`src/rtl/vec_gather.sv`:
```
// Serial-to-parallel vector assembler with a double-buffered output register.
// Optional HOLD-cycle counter: define VEC_GATHER_STALL_CNT_EN to add the stall_cnt port.
module vec_gather #(
    parameter int DATA_W = 16,
    parameter int DATA_N = 32,
    parameter int CNT_W  = $clog2(DATA_N + 1)
) (
    input  logic                           clk,
    input  logic                           rst_n,
    input  logic                           in_valid,
    output logic                           in_ready,
    input  logic [DATA_W-1:0]              in_data,
    input  logic                           in_last,
    output logic                           out_valid,
    input  logic                           out_ready,
    output logic [DATA_N-1:0][DATA_W-1:0]  out_vec,
    output logic [CNT_W-1:0]               out_cnt
`ifdef VEC_GATHER_STALL_CNT_EN
    ,
    output logic [31:0]                    stall_cnt
`endif
);

    typedef enum logic {FILL, HOLD} state_t;

    state_t                           state;
    logic [DATA_N-1:0][DATA_W-1:0]    fill_buf;
    logic [DATA_N-1:0][DATA_W-1:0]    acc_buf;
    logic [DATA_N-1:0][DATA_W-1:0]    done_vec;
    logic [CNT_W-1:0]                 idx;
    logic [CNT_W-1:0]                 hold_cnt;
    logic                             accept;
    logic                             complete;
    logic                             slot_free;

    assign in_ready  = (state == FILL);
    assign accept    = in_valid && in_ready;
    assign complete  = accept && (in_last || (idx == CNT_W'(DATA_N - 1)));
    assign slot_free = !out_valid || out_ready;

    // Lanes above the completing word are masked, so stale buffer contents never leak out.
    always_comb begin
        acc_buf  = fill_buf;
        done_vec = '0;
        for (int unsigned i = 0; i < DATA_N; i++) begin
            if (CNT_W'(i) == idx) begin
                acc_buf[i]  = in_data;
                done_vec[i] = in_data;
            end else if (CNT_W'(i) < idx) begin
                done_vec[i] = fill_buf[i];
            end
        end
    end

    always_ff @(posedge clk or negedge rst_n) begin
        if (!rst_n) begin
            state     <= FILL;
            fill_buf  <= '0;
            idx       <= '0;
            hold_cnt  <= '0;
            out_valid <= 1'b0;
            out_vec   <= '0;
            out_cnt   <= '0;
        end else begin
            case (state)
                FILL: begin
                    if (out_valid && out_ready)
                        out_valid <= 1'b0;
                    if (accept) begin
                        fill_buf <= acc_buf;
                        idx      <= idx + CNT_W'(1);
                    end
                    if (complete) begin
                        idx <= '0;
                        if (slot_free) begin
                            out_vec   <= done_vec;
                            out_cnt   <= idx + CNT_W'(1);
                            out_valid <= 1'b1;
                        end else begin
                            fill_buf <= done_vec;
                            hold_cnt <= idx + CNT_W'(1);
                            state    <= HOLD;
                        end
                    end
                end
                HOLD: begin
                    if (out_ready) begin
                        out_vec <= fill_buf;
                        out_cnt <= hold_cnt;
                        state   <= FILL;
                    end
                end
                default: state <= FILL;
            endcase
        end
    end

`ifdef VEC_GATHER_STALL_CNT_EN
    always_ff @(posedge clk or negedge rst_n) begin
        if (!rst_n)
            stall_cnt <= '0;
        else if (state == HOLD && stall_cnt != '1)
            stall_cnt <= stall_cnt + 32'd1;
    end
`endif

endmodule

```
`config.mk`:
```
export PLATFORM = sky130hd
export DESIGN_NAME = vec_gather
export DESIGN_NICKNAME = d
export VERILOG_FILES = /design/src/rtl/vec_gather.sv
export SDC_FILE = /design/constraint.sdc
export NUM_CORES = 2
export LEC_CHECK = 0
export BUFFER_PORTS_ARGS = -buffer_cell sky130_fd_sc_hd__buf_4
export CAP_MARGIN = 20
export CORE_ASPECT_RATIO = 0.6
export CORE_MARGIN = 5
export CORE_UTILIZATION = 45
export DETAILED_ROUTE_END_ITERATION = 7
export SYNTH_ARGS = -nofsm -noshare
export SYNTH_HDL_FRONTEND = slang
export SYNTH_SLANG_ARGS = --single-unit
```
`constraint.sdc`:
```
create_clock -name clk -period 5.2 [get_ports clk]
set_clock_uncertainty 0.15 [all_clocks]
set_input_delay 1.04 -clock clk [delete_from_list [all_inputs] [get_ports clk]]
set_output_delay 1.04 -clock clk [all_outputs]
set_load 0.005 [all_outputs]
```
==> impl_metrics.py <==
metrics = {
    "detailed_routing": {
        "drc": 0,
        "postRouteAntennaNets": 0,
        "via_per_inst": 6.32,
        "drt_wl_total_um": 190000,
        "wl_per_cell_um": 29.5,
        "first_pass_iters": 5,
        "drtIter0Drc": 5123,
        "routed-via-count": 40600,
    },
    "yosys": {
        "yosysWarnings": 0,
        "synth_edf_count": 0,
        "seq_area_frac_synth": 0.520,
        "netlist_instances": 4494,
        "avgSynthCellArea_um2": 11.2,
        "synth_area_um2": 50300,
        "synth.distinct_cells": 84,
        "ys.flop_type": "dfrtp_1",
        "postSynth.asyncResetShare": 1.00,
        "synth_nets": 4519,
        "ys_ff_latch": 1044,
    },
    "floorplanning": {
        "die-area_um2": 119000,
        "start_util": 0.451,
        "die_w_um": 442,
        "core-area_um2": 111000,
        "io_pins": 541,
        "die_h_um": 269,
        "num_rows": 95,
    },
    "critical_path": {
        "worstPathCellList": "nand4b_2 -> o311a_4 -> nor2_4 -> buf_4 -> nor2_1 -> a21o_1",
        "arrival_ps": 4400,
        "cp-start-kind": "flop",
        "cp.required_ps": 5670,
        "max_stage_delay_ps": 810,
        "path_max_fanout": 39,
        "critPathTopFamily": "simple AND/OR/NAND/NOR gates",
        "path_buf_inv": 1,
        "crit_type": "reg2reg",
        "end_kind": "flop",
        "cp_slowest_cell": "o311a_4",
    },
    "sta": {
        "tns_ps": 0,
        "tightest_slew_ps": 1200,
        "fin_crit_sh": 0.756,
        "final_max_slew_viol_count": 0,
        "fmax_ghz": 0.254,
        "finalHoldViolations": 0,
        "grt_setup_unrepaired": "no",
        "layout_setup_ws_ps": 1270,
        "relSlewSlack": 0.196,
        "final.min_clock_period_ps": 3930,
        "setup-violations-final": 0,
    },
    "place": {
        "routabilityCongestion": 0.908,
        "io_buffers": 540,
        "placedCellCount": 6230,
        "dp_slack_ps": 1260,
        "dp.final_hpwl_um": 123000,
    },
    "final_layout": {
        "area_growth_pct": 17.3,
        "layout.nets": 4858,
        "layout-drive-gt1-share": 0.280,
        "stdcell_count": 6423,
    },
    "clock_network": {
        "insertion_delay_ps": 740,
        "postCtsHoldBufs": 0,
        "postCtsSetupBuffers": 0,
        "cts_resized": 0,
        "clockBufferDepth": 3,
        "clkTransAtPathRegs_ps": 70,
        "cts_sinks": 1044,
        "cts_inserted_buffers": 102,
        "cts-htree-levels": 3,
        "cts-root-buf": "clkbuf_16",
        "cts_tree": "done",
    },
    "grt": {
        "grt_overflow_total": 0,
        "globalRouteTotalUtil": 0.311,
        "grt_pass1_vias": 39400,
        "grt_max_degree": 136,
        "antenna_found_initial": 9,
        "grt_pass1_wl_um": 277000,
    },
    "run_status": {
        "status": "completed",
    },
    "run": {
        "cap_violations": 0,
    },
    "power": {
        "power_density_nw_per_um2": 389,
        "total_power_uw": 22900,
        "leakagePower_uw": 0.0293,
        "ir_drop_mv": 0.247,
    },
    "min_path": {
        "hp-class": "in2async",
    },
}
## routing by layer
metal  GRT usage  share of wire
met1       0.457           0.44
met3      0.0735          0.091
met5           0        0.00025
met2       0.461           0.44
met4      0.0893          0.030
## final timing paths
kind | startpoint | end | slack (ps) | cells past startpoint
hold reg to reg | hold_cnt[1]$_DFFE_PN0P_ | hold_cnt[1]$_DFFE_PN0P_ | 330 | 2
setup / recovery | idx[1]$_DFFE_PN0P_ | fill_buf[215]$_DFFE_PN0N_ | 1270 | 6
max in group asynchronous | rst_n | fill_buf[74]$_DFFE_PN0N_ | 3380 | 2
hold / removal | rst_n | out_vec[118]$_DFFE_PN0P_ | 240 | 1
min in group clk | hold_cnt[1]$_DFFE_PN0P_ | hold_cnt[1]$_DFFE_PN0P_ | 330 | 2
setup reg to reg | idx[1]$_DFFE_PN0P_ | fill_buf[215]$_DFFE_PN0N_ | 1270 | 6
## logic make-up after synthesis
kind of cell,synth area share
flip-flops,0.520
AND/OR/NAND/NOR,0.0790
multiplexers,0.144
buffers and inverters,0.0532
AO/OA/AOI/OAI,0.203
XOR/XNOR,0.000523
adder cells (fa/ha/maj),0.000995
## placed cells by master, fill, tap and decap left out, drive strengths merged, types with 12 or more instances in the layout
master   synthesis  layout
o221ai          45      45
o21ai          137     137
a211oi          16      16
a2bb2oi        113     113
o211ai          12      12
clkinv           1      27
a21o            48      48
buf            200     686
a21oi          117     117
mux2           455     455
clkbuf         252     144
o311ai          20      20
mux2i          209     209
o2bb2ai         45      45
a22oi          131     131
nor3            27      27
dfrtp         1044    1044
inv            106     110
o22ai           40      40
a32oi           95      95
nor2           134     134
a31oi           24      24
nor2b           19      19
nand2b          12      12
and3            20      20
a22o           375     375
nand3           45      45
nand2          603     603
a221oi          49      49
## through the flow
step           hold WS [ps]   util  instance area [um^2]
5_1_grt                 258  0.530                 59000
4_1_cts                 245  0.529                 59000
3_5_place_dp            313  0.498                 55400
2_1_floorplan           290      -                 50300
3_3_place_gp            306  0.497                 55300
6_report                244  0.530                 59000
## sequential cells by signal, summed over array words and instances, names as in the netlist
register,cells
out_vec,512
hold_cnt,6
state,1
out_valid,1
out_cnt,6
fill_buf,512
idx,6
## area by class of cell
type                    instances  area [um^2]
clock buffers                 143         2990
well taps                    1503         1880
clock inverters                45          526
diodes                          3         7.51
fillers                      9867        52400
inverters                     107          402
flip-flops and latches       1044        26100
repair buffers                687         5450
multi-input cells            2891        21600
## synthesized netlist by cell type, types with 18 or more instances
| cell type | count | area (um^2) |
|---|---|---|
| o221ai_1 | 45 | 394 |
| o22ai_1 | 39 | 244 |
| buf_2 | 114 | 571 |
| mux2_2 | 447 | 5030 |
| a2bb2oi_1 | 113 | 990 |
| a31oi_1 | 24 | 150 |
| buf_4 | 23 | 173 |
| a22o_1 | 375 | 3280 |
| a22oi_1 | 131 | 983 |
| o21ai_0 | 116 | 581 |
| and3_1 | 20 | 125 |
| clkbuf_1 | 251 | 942 |
| o311ai_0 | 19 | 166 |
| o21ai_1 | 19 | 95.1 |
| dfrtp_1 | 1044 | 26100 |
| a21oi_1 | 115 | 576 |
| nand2_1 | 602 | 2260 |
| a32oi_1 | 95 | 832 |
| a221oi_1 | 49 | 429 |
| o2bb2ai_1 | 44 | 385 |
| inv_1 | 106 | 398 |
| nor2b_1 | 19 | 119 |
| nor3_1 | 18 | 90.1 |
| nand3_1 | 44 | 220 |
| buf_6 | 46 | 518 |
| a21o_1 | 48 | 360 |
| nor2_1 | 121 | 454 |
| mux2i_1 | 209 | 2090 |
## power by group
| group | leakage, uW | switching [uW] | internal [uW] |
|---|---|---|---|
| clock | 0.00174 | 3440 | 4520 |
| combinational | 0.0137 | 2440 | 2050 |
| sequential | 0.0139 | 965 | 9520 |
| total | 0.0293 | 6840 | 16100 |
Note: power is estimated with default switching activity, not from simulation.
